$ cat config.mk
export PLATFORM = sky130hd
export DESIGN_NAME = ram_arbiter_flat
export DESIGN_NICKNAME = d
export VERILOG_FILES = /design/src/rtl/ram_arbiter_if.sv /design/src/rtl/ram_arbiter.sv /design/src/flat_wrapper.sv
export SDC_FILE = /design/constraint.sdc
export NUM_CORES = 1
export LEC_CHECK = 0
export CAP_MARGIN = 10
export CORE_AREA = 10 10 81 83
export DETAILED_ROUTE_END_ITERATION = 8
export DIE_AREA = 0 0 91 93
export PLACE_DENSITY = 0.95
export SYNTH_ARGS = -nofsm -noshare
export SYNTH_HDL_FRONTEND = slang
export SYNTH_SLANG_ARGS = --single-unit
export TNS_END_PERCENT = 30
$ cat constraint.sdc
create_clock -name clk -period 2.8 [get_ports clk]
set_input_delay 0.56 -clock clk [delete_from_list [all_inputs] [get_ports clk]]
set_output_delay 0.56 -clock clk [all_outputs]
set_load 0.02 [all_outputs]
$ cat src/rtl/ram_arbiter_if.sv
// ram_arbiter_if: fetch port, load/store port and RAM bus shared by the arbiter and its users.
interface ram_arbiter_if #(
    parameter int ADDR_W = 8,
    parameter int DATA_W = 16
);
    logic              if_req;
    logic [ADDR_W-1:0] if_addr;
    logic              if_gnt;
    logic [DATA_W-1:0] if_rdata;
    logic              if_valid;
    logic              d_req;
    logic              d_we;
    logic [ADDR_W-1:0] d_addr;
    logic [DATA_W-1:0] d_wdata;
    logic              d_gnt;
    logic [DATA_W-1:0] d_rdata;
    logic              d_valid;
    logic              ram_en;
    logic              ram_we;
    logic [ADDR_W-1:0] ram_addr;
    logic [DATA_W-1:0] ram_wdata;
    logic [DATA_W-1:0] ram_rdata;
    logic              stall;

    modport slave (
        input  if_req, if_addr, d_req, d_we, d_addr, d_wdata, ram_rdata,
        output if_gnt, if_rdata, if_valid, d_gnt, d_rdata, d_valid,
        output ram_en, ram_we, ram_addr, ram_wdata, stall
    );

    modport master (
        output if_req, if_addr, d_req, d_we, d_addr, d_wdata, ram_rdata,
        input  if_gnt, if_rdata, if_valid, d_gnt, d_rdata, d_valid,
        input  ram_en, ram_we, ram_addr, ram_wdata, stall
    );
endinterface

$ cat src/rtl/ram_arbiter.sv
// ram_arbiter: shares a single-port synchronous RAM between instruction fetch and load/store,
// data-first with a starvation guard that forces a fetch after MAX_D contested data grants.
module ram_arbiter #(
    parameter int ADDR_W  = 8,
    parameter int DATA_W  = 16,
    parameter int RAM_LAT = 1,
    parameter int MAX_D   = 3
) (
    input logic clk,
    input logic rst_n,
    ram_arbiter_if.slave bus
);
    localparam int SW = $clog2(MAX_D + 1);

    typedef enum logic {IDLE, WAIT} state_t;

    state_t            state, state_nx;
    logic [2:0]        cnt;
    logic [SW-1:0]     dstreak;
    logic              own_d, own_we;
    logic              grant, pick_if, pick_d;
    logic [ADDR_W-1:0] addr_mux;
    logic [DATA_W-1:0] wdata_mux;

    always_comb begin
        pick_if   = bus.if_req & (~bus.d_req | (dstreak == SW'(MAX_D)));
        pick_d    = bus.d_req & ~pick_if;
        grant     = (state == IDLE) & (bus.if_req | bus.d_req);
        addr_mux  = pick_d ? bus.d_addr : bus.if_addr;
        wdata_mux = pick_d ? bus.d_wdata : '0;
        state_nx  = grant ? WAIT : (state == WAIT && cnt == 3'd1) ? IDLE : state;
    end

    assign bus.if_gnt    = grant & pick_if;
    assign bus.d_gnt     = grant & pick_d;
    assign bus.ram_en    = grant;
    assign bus.ram_we    = grant & pick_d & bus.d_we;
    assign bus.ram_addr  = grant ? addr_mux : '0;
    assign bus.ram_wdata = grant ? wdata_mux : '0;
    assign bus.stall     = bus.if_req & ~bus.if_gnt;

    always_ff @(posedge clk or negedge rst_n) begin
        if (!rst_n) begin
            state        <= IDLE;
            cnt          <= '0;
            dstreak      <= '0;
            own_d        <= 1'b0;
            own_we       <= 1'b0;
            bus.if_rdata <= '0;
            bus.d_rdata  <= '0;
            bus.if_valid <= 1'b0;
            bus.d_valid  <= 1'b0;
        end else begin
            state        <= state_nx;
            bus.if_valid <= 1'b0;
            bus.d_valid  <= 1'b0;
            if (grant) begin
                cnt     <= 3'(RAM_LAT);
                own_d   <= pick_d;
                own_we  <= pick_d & bus.d_we;
                // a contested data win can never exceed MAX_D: at MAX_D the fetch wins instead
                dstreak <= (pick_d & bus.if_req) ? dstreak + 1'b1 : '0;
            end else if (state == WAIT) begin
                cnt <= cnt - 3'd1;
                if (cnt == 3'd1) begin
                    if (own_d) begin
                        bus.d_valid <= 1'b1;
                        if (!own_we) bus.d_rdata <= bus.ram_rdata;
                    end else begin
                        bus.if_valid <= 1'b1;
                        bus.if_rdata <= bus.ram_rdata;
                    end
                end
            end
        end
    end
endmodule
$ cat src/flat_wrapper.sv
// flat-port wrapper written by rule: the top's interface ports become plain ports
module ram_arbiter_flat 
#(
    parameter int ADDR_W  = 8,
    parameter int DATA_W  = 16,
    parameter int RAM_LAT = 1,
    parameter int MAX_D   = 3
)
  (clk, rst_n, bus_if_req, bus_if_addr, bus_d_req, bus_d_we, bus_d_addr, bus_d_wdata, bus_ram_rdata, bus_if_gnt, bus_if_rdata, bus_if_valid, bus_d_gnt, bus_d_rdata, bus_d_valid, bus_ram_en, bus_ram_we, bus_ram_addr, bus_ram_wdata, bus_stall);
  ram_arbiter_if #(.ADDR_W(ADDR_W), .DATA_W(DATA_W)) bus_i ();
  input logic clk;
  input logic rst_n;
  input wire logic [$bits(bus_i.if_req)-1:0] bus_if_req;
  input wire logic [$bits(bus_i.if_addr)-1:0] bus_if_addr;
  input wire logic [$bits(bus_i.d_req)-1:0] bus_d_req;
  input wire logic [$bits(bus_i.d_we)-1:0] bus_d_we;
  input wire logic [$bits(bus_i.d_addr)-1:0] bus_d_addr;
  input wire logic [$bits(bus_i.d_wdata)-1:0] bus_d_wdata;
  input wire logic [$bits(bus_i.ram_rdata)-1:0] bus_ram_rdata;
  output wire logic [$bits(bus_i.if_gnt)-1:0] bus_if_gnt;
  output wire logic [$bits(bus_i.if_rdata)-1:0] bus_if_rdata;
  output wire logic [$bits(bus_i.if_valid)-1:0] bus_if_valid;
  output wire logic [$bits(bus_i.d_gnt)-1:0] bus_d_gnt;
  output wire logic [$bits(bus_i.d_rdata)-1:0] bus_d_rdata;
  output wire logic [$bits(bus_i.d_valid)-1:0] bus_d_valid;
  output wire logic [$bits(bus_i.ram_en)-1:0] bus_ram_en;
  output wire logic [$bits(bus_i.ram_we)-1:0] bus_ram_we;
  output wire logic [$bits(bus_i.ram_addr)-1:0] bus_ram_addr;
  output wire logic [$bits(bus_i.ram_wdata)-1:0] bus_ram_wdata;
  output wire logic [$bits(bus_i.stall)-1:0] bus_stall;
  assign bus_i.if_req = bus_if_req;
  assign bus_i.if_addr = bus_if_addr;
  assign bus_i.d_req = bus_d_req;
  assign bus_i.d_we = bus_d_we;
  assign bus_i.d_addr = bus_d_addr;
  assign bus_i.d_wdata = bus_d_wdata;
  assign bus_i.ram_rdata = bus_ram_rdata;
  assign bus_if_gnt = bus_i.if_gnt;
  assign bus_if_rdata = bus_i.if_rdata;
  assign bus_if_valid = bus_i.if_valid;
  assign bus_d_gnt = bus_i.d_gnt;
  assign bus_d_rdata = bus_i.d_rdata;
  assign bus_d_valid = bus_i.d_valid;
  assign bus_ram_en = bus_i.ram_en;
  assign bus_ram_we = bus_i.ram_we;
  assign bus_ram_addr = bus_i.ram_addr;
  assign bus_ram_wdata = bus_i.ram_wdata;
  assign bus_stall = bus_i.stall;
  ram_arbiter #(.ADDR_W(ADDR_W), .DATA_W(DATA_W), .RAM_LAT(RAM_LAT), .MAX_D(MAX_D)) u_core (.clk(clk), .rst_n(rst_n), .bus(bus_i));
endmodule
==> results of run 1 <==
-- timing repair --
action	in CTS	in global routing
gates resized for setup	21	7
hold buffers	0	0
buffers inserted	0	0
setup endpoints to repair	21	7
-- routing by layer --
layer | up-vias | part of all wire | track usage
met1 | 727 | 0.39 | 0.137
met5 | - | 0 | 0
li1 | 771 | - | -
met3 | 4 | 0.10 | 0.0679
met4 | 0 | 0.0075 | 0.0313
met2 | 74 | 0.50 | 0.231
-- worst max-delay path, cell delays in order --
cell	delay [ps]
clkdlybuf4s50_1	480
buf_4	150
o21bai_1	90
buf_4	180
inv_1	50
clkdlybuf4s50_1	600
-- registers in the layout, summed over array words and instances (netlist names) --
name / count
u_core.bus.d_rdata: 16
u_core.bus.d_valid: 1
u_core.bus.if_rdata: 16
u_core.bus.if_valid: 1
u_core.cnt: 3
u_core.dstreak: 2
u_core.own_d: 1
u_core.own_we: 1
u_core.state: 1
-- area by class of cell --
type,instances,area [sq um]
clock inverter,1,30.0
timing repair buffer,124,1200
tap,70,87.6
inverter,4,15.0
multi-input combinational,102,818
sequential,42,1050
fill,423,1730
clock buffer,7,76.3
-- cell families (layout without fill, tap and decap cells) --
kind of cell    after synthesis  after routing
simple gates                 48             48
flops                        42             42
compound gates               19             19
buf+inv                      13            136
mux                          32             32
fa+ha+maj                     3              3
-- power by group --
part | leakage [nW] | switching (mW) | internal, mW
registers | 0.507 | 0.180 | 0.910
clock network | 0.0524 | 0.187 | 0.267
logic | 1.04 | 0.792 | 0.947
total | 1.60 | 1.16 | 2.12
-- cells in the final DEF, fill, tap and decap left out, types with 2 or more instances in the layout --
master,Yosys,layout
clkbuf_1,0,2
dlygate4sd2_1,0,21
and2_1,17,17
nand2_1,19,19
nor2b_1,2,2
mux2_2,22,22
clkdlybuf4s50_1,0,86
inv_1,4,4
buf_4,0,9
nand3b_1,2,2
ha_1,3,3
o21ai_0,3,3
a21oi_1,9,9
dlymetal6s2s_1,0,7
clkbuf_8,0,5
mux2_4,10,10
dfrtp_1,42,42
-- metrics by stage --
step / utilization / power, mW / hold slack (ps) / worst slack [ps] / std cells
CTS: 0.652 / 3.33 / 424 / 1.59 / 350
detailed placement: 0.636 / 2.90 / 487 / -92.8 / 342
global placement: 0.636 / 2.83 / 467 / -64.0 / 342
floorplan: - / 2.06 / 264 / 635 / 157
global route: 0.655 / 3.49 / 470 / 17.2 / 350
finish: 0.655 / 3.28 / 398 / 130 / 350
-- how the worst max path moves through the flow --
stage	startpoint	end	cells after the start
after floorplan	bus_if_req	bus_ram_wdata[10]	6
final	bus_if_req	bus_ram_en	6
after CTS	bus_if_req	bus_ram_addr[4]	7
after global routing	bus_d_req	bus_ram_en	6
after global placement	bus_d_req	bus_ram_wdata[12]	6
after detailed placement	bus_d_req	bus_ram_wdata[10]	6
==> results.txt, run 1 <==
----------------------------------------------------
[Detailed routing]
  Number of vias after detailed routing ... 1576
  Detail-routed via count per cell ... approximately 4.5
  Remaining DRCs ... 0
  Count of routing violations after the opening detailed-route iteration ... 27
  Routed wire per std cell ... approximately 16 um
  WL final ... 5620 um
  Antenna viol nets, final ... 0
  First-pass iteration count of the detailed router ... 4

[Timing]
  Least-Margin Pin Slew ... 892 ps
  Post-route setup TNS ... 0 ps
  Final period utilization ... 0.954
  Setup repair after global routing missed its margin ... false
  Peak clock frequency supported by timing ... 375 MHz
  Max Slew Vio Count ... 0
  Relative slew margins ... 0.406
  Number of failing hold endpoints at the final stage ... 0
  Final setup vio count ... 0
  Worst setup skew after layout ... between 7 and 8 ps
  Final Critical Period ... 2670 ps

[Synth]
  Portion of the post-synthesis area used by sequential elements ... 0.537
  Number of warnings issued by yosys ... 0
  Proportion of register bits with asynchronous set or reset after synthesis ... 1.00
  Leading post-synthesis cells by instance count ... dfrtp_1, mux2_2, nand2_1
  Synthesized area divided by synthesized cell count ... 12.5 sq um
  Post-Synthesis Cell Area ... roughly 2000 sq um
  Mapped Cells ... approximately 160
  Number of synthesized flops with an enable pin ... 0
  Area fraction in compound gates after synthesis ... 0.0607
  Net count after synthesis ... 213
  Synth unique cells ... 29
  Leading area contributor after synthesis ... dfrtp_1
  Main combinational cell family by area after synthesis ... multiplexers
  Commonest register cell after synthesis ... dfrtp_1
  Post-synthesis simple-gate area fraction ... 0.135
  Fraction of synthesized cell area in xor and xnor cells ... 0
  Flip-flop and latch count after synthesis ... 42
  Yosys top cell area share ... 0.537
  Synth area leaders ... dfrtp_1, mux2_2, mux2_4
  Adder-cell share of the synthesized area ... 0.0192
  Multiplexer share of the synthesized area ... 0.203
  Most common cell in the netlist ... dfrtp_1

[Place]
  Routability Congestion ... 0.722
  Half-perimeter wire length of the detailed placement result ... around 4600 um
  Placement Cell Area ... 3190 sq um
  IO buf count ... 115

[Setup path]
  Reg2reg start ... u_core.cnt[1]$_DFFE_PN0P_
  Minimum setup slack among reg-to-reg paths ... approximately 900 ps
  Critical path required time ... 2240 ps
  Worst Path Arrival ... 2110 ps
  Critical path launch point type ... primary input
  Category of the most critical setup path ... in2out
  Critical Path Sink Type ... output pin
  Path depth of the worst reg2reg path ... 5
  Crit-path max FO ... 11
  Reg-to-Reg End ... u_core.bus.d_rdata[14]$_DFFE_PN0P_

[Power]
  Peak supply drop ... between 0.4 and 0.5 mV
  Power density relative to cell area ... roughly 1000 nW/um^2
  Leakage power figure ... 1.60 nW

[CTS]
  H-tree Lvls ... 2
  Clock transition at the registers of the reported paths ... around 80 ps
  Clock Latency Late Sink ... approximately 280 ps
  Sink Count ... 42
  Number of buffers on the longest clock path ... 2
  TritonCTS clock tree ... done
  Cts bufs inserted ... 5
  Clock tree root driver cell ... clkbuf_8

[Floorplan]
  Horizontal die dimension ... 91 um
  Die extent in y ... 93 um
  Core area ... roughly 5000 sq um
  Number of I/O pins ... 116
  Die Outline Area ... 8460 sq um
  Count of standard-cell rows ... 26
  Effective utilization at floorplan ... 0.391

[Cells and area]
  Net count, final ... 335
  Area delta synth->final ... 67.8%
  Share of post-route cells with drive strength above 1 ... 0.182
  N_diodes ... 0
  Finished Cell Area ... 3280 sq um

[Global route]
  Initial antenna violation count ... 0
  Via count of the first global-routing pass ... 1782
  Total Routing Usage GR ... 0.131
  Aggregate global routing overflow ... 0
  Global-route wire length before repair ... between 9000 and 10000 um
  Largest net degree at the start of global routing ... 43

[Run]
  Max-cap check violation count ... 0

[Run status]
  Status ... completed

[Worst hold path]
  Hold WC Path Type ... in2async

----------------------------------------------------
Note: power is estimated with default switching activity, not from simulation.
==> run 2, diff against run 1 <==
--- a/config.mk
+++ b/config.mk
@@ -5,11 +5,12 @@
 export SDC_FILE = /design/constraint.sdc
 export NUM_CORES = 1
 export LEC_CHECK = 0
+export ABC_AREA = 1
 export CAP_MARGIN = 10
-export CORE_AREA = 10 10 81 83
+export CORE_AREA = 10 10 84 86
 export DETAILED_ROUTE_END_ITERATION = 8
-export DIE_AREA = 0 0 91 93
-export PLACE_DENSITY = 0.95
+export DIE_AREA = 0 0 94 96
+export PLACE_DENSITY = 0.92
 export SYNTH_ARGS = -nofsm -noshare
 export SYNTH_HDL_FRONTEND = slang
 export SYNTH_SLANG_ARGS = --single-unit
==> run 2 against run 1 <==
Die area increased by 6.6%. Cell area increased by 4.3%. Critical endpoint unchanged. Clock skew decreased by 1.4 ps. Sequential power about the same. Non-clock buffer count decreased by 3. Power increased by 0.10%. Largest cell class unchanged. Via count increased by 39%. Area after synthesis increased by 7.7%. Register-to-register slack improved by 240 ps. Critical path type unchanged. Combinational power increased by 2%. Synthesized cell count increased by 69%. Highest routed layer unchanged. Sequential share of layout area decreased by 1.3 points.
==> results.txt, run 2 <==
----------------------------------------------------
[Setup path]
  Critical path required time ... 2240 ps (about the same)
  Cells along the critical path ... clkdlybuf4s50_1 > o21ai_2 > inv_2 > clkdlybuf4s50_1
  Critical Path Sink Type ... output pin
  Crit path max-delay family ... buffers and inverters
  Slowest stage cell, crit path ... clkdlybuf4s50_1
  Maximum cell stage delay along the critical path ... 660 ps (+60 ps)
  Category of the most critical setup path ... in2out
  Crit-path max FO ... 11 (unchanged)
  Worst Path Arrival ... 2100 ps (about the same)
  Worst path most repeated cell ... clkdlybuf4s50_1
  Critical path launch point type ... primary input
  Total buffers and inverters traversed by the critical path ... 3 (-2)

[Synth]
  Most common cell in the netlist ... nand2_1
  Flip-flop and latch count after synthesis ... 42 (unchanged)
  Proportion of register bits with asynchronous set or reset after synthesis ... 1.00 (unchanged)
  Yosys top cell area share ... 0.499 (-0.0386)
  Net count after synthesis ... 321 (+51%)
  Synth area leaders ... dfrtp_1, nand2_1, nor2_1
  Synth unique cells ... 26 (-10%)
  Leading area contributor after synthesis ... dfrtp_1
  Portion of the post-synthesis area used by sequential elements ... 0.499 (-0.0386)
  Commonest register cell after synthesis ... dfrtp_1
  Leading post-synthesis cells by instance count ... nand2_1, dfrtp_1, nor2_1
  Mapped Cells ... 265 (+69%)
  Number of synthesized flops with an enable pin ... 0 (unchanged)
  Synthesized area divided by synthesized cell count ... 7.96 sq um (-36%)
  Post-Synthesis Cell Area ... 2110 sq um (+7.7%)
  Number of warnings issued by yosys ... 0 (unchanged)

[Detailed routing]
  Detail-routed via count per cell ... 4.85 (+7.8%)
  Antenna viol nets, final ... 0 (unchanged)
  Count of routing violations after the opening detailed-route iteration ... 96 (+260%)
  Routed wire per std cell ... 15.2 um (-5.2%)
  Remaining DRCs ... 0 (unchanged)
  First-pass iteration count of the detailed router ... 4 (unchanged)
  Number of vias after detailed routing ... 2198 (+39%)
  WL final ... 6890 um (+23%)

[Cells and area]
  Most frequent standard cell in the layout excluding fill and tap cells ... nand2_1
  Most frequent cells in the layout ... nand2_1, clkdlybuf4s50_1, dfrtp_1
  Top Registers ... u_core.bus.d_rdata: 16 flops, u_core.bus.if_rdata: 16 flops, u_core.cnt: 3 flops
  Non-filler cells in the finished layout ... 453 (+29%)
  Net count, final ... 436 (+30%)
  Share of post-route cells with drive strength above 1 ... 0.0630 (-0.119)
  N_diodes ... 0 (unchanged)
  Finished Cell Area ... 3430 sq um (+4.3%)
  Area delta synth->final ... 62.5%

[Timing]
  Max Slew Vio Count ... 0 (unchanged)
  Number of failing hold endpoints at the final stage ... 0 (unchanged)
  Setup repair after global routing missed its margin ... false
  Final period utilization ... 0.949 (-0.00501)
  Final setup vio count ... 0 (unchanged)
  Relative slew margins ... 0.383 (-0.0223)
  Peak clock frequency supported by timing ... 377 MHz (+0.53%)
  Post-route setup TNS ... 0 ps (unchanged)
  Least-Margin Pin Slew ... 925 ps (+33.4 ps)
  Final Critical Period ... 2660 ps (-14.0 ps)
  Worst setup skew after layout ... 5.81 ps (-1.41 ps)

[Place]
  Placement Cell Area ... 3300 sq um (+3.5%)
  Post-placement cell count ... 445 (+30%)
  Routability Congestion ... 0.748 (+3.6%)
  Half-perimeter wire length of the detailed placement result ... 5360 um (+17%)
  IO buf count ... 115 (unchanged)

[Floorplan]
  Core area ... 5410 sq um (+7.9%)
  Effective utilization at floorplan ... 0.390 (-0.000563)
  Horizontal die dimension ... 94 um (+3.3%)
  Number of I/O pins ... 116 (unchanged)
  Die extent in y ... 96 um (+3.2%)
  Count of standard-cell rows ... 27 (+3.8%)
  Die Outline Area ... 9020 sq um (+6.6%)

[Global route]
  Via count of the first global-routing pass ... 2301 (+29%)
  Initial antenna violation count ... 0 (unchanged)
  Largest net degree at the start of global routing ... 43 (unchanged)
  Aggregate global routing overflow ... 0 (unchanged)
  Global-route wire length before repair ... 11100 um (+23%)
  Total Routing Usage GR ... 0.153 (+0.0213)

[CTS]
  # hold bufs at CTS ... 0 (unchanged)
  Number of buffers on the longest clock path ... 2 (unchanged)
  H-tree Lvls ... 2 (unchanged)
  Clock Latency Late Sink ... 290 ps (about the same)
  Cts bufs inserted ... 5 (unchanged)
  TritonCTS clock tree ... done
  Clock tree root driver cell ... clkbuf_8
  Post-CTS Setup Bufs ... 0 (unchanged)
  Sink Count ... 42 (unchanged)
  Clock transition at the registers of the reported paths ... 80 ps (about the same)

[Worst hold path]
  Hold WC Path Type ... in2async

[Run status]
  Status ... completed

[Power]
  Leakage power figure ... 1.95 nW (+22%)
  Post-layout power ... 3.29 mW (+0.10%)
  Power density relative to cell area ... 959 nW/um^2 (-4.1%)
  Peak supply drop ... 0.490 mV (+0.87%)

[Run]
  Max-cap check violation count ... 0 (unchanged)

----------------------------------------------------
[run 2: repair_timing]
item                       CTS  global route
pin swaps                    0             0
setup endpoints to repair    9            19
resized for setup            9            19
[run 2: metrics by stage]
step,hold WS (ps),utilization,setup slack [ps]
2_1_floorplan,264,-,795
3_3_place_gp,454,0.610,21.8
3_5_place_dp,458,0.610,-73.6
4_1_cts,439,0.625,1.06
5_1_grt,471,0.634,77.1
6_report,407,0.634,144
[run 2: power by group]
group          total, mW  switching, mW  internal [mW]  leakage, nW
clock              0.396          0.197          0.199       0.0482
combinational       1.78           1.01          0.764         1.39
sequential          1.11          0.207          0.904        0.515
total               3.29           1.42           1.87         1.95
[run 2: cell type report]
cell class	instances	area (sq um)
clock buffer	7	86.3
clock inverter	1	5.00
fill	447	1980
inverter	19	71.3
multi-input combinational	191	882
sequential	42	1050
tap	72	90.1
timing repair buffer	121	1240
[run 2: per-layer routing]
layer / global-route usage / routed length, um / up-vias
met4: 0.0405 / 70 / 0
met2: 0.243 / 3130 / 121
met3: 0.0911 / 1080 / 6
met1: 0.171 / 2610 / 1018
li1: - / - / 1053
met5: 0 / 0 / -
[run 2: logic make-up after synthesis]
logic type      count (synthesis)  synth area share
flops                          42             0.499
simple gates                  163             0.335
compound gates                 24            0.0611
mux                             1           0.00475
buf+inv                        32            0.0831
fa+ha+maj                       3            0.0178
[run 2: path summary, 6_finish.rpt]
kind                                                         from                                 end  slack, ps  depth (start not counted)
worst max-delay path                                   bus_if_req                          bus_ram_en        140                          4
worst min-delay path                                        rst_n       u_core.bus.if_valid$_DFF_PN0_        410                          1
worst max register to register           u_core.own_d$_DFFE_PN0P_  u_core.bus.d_rdata[14]$_DFFE_PN0P_       1140                          4
worst min register to register  u_core.bus.d_rdata[1]$_DFFE_PN0P_   u_core.bus.d_rdata[1]$_DFFE_PN0P_        470                          2
max in group asynchronous                                   rst_n           u_core.cnt[1]$_DFFE_PN0P_       1820                          1
min in group clk                u_core.bus.d_rdata[1]$_DFFE_PN0P_   u_core.bus.d_rdata[1]$_DFFE_PN0P_        470                          2
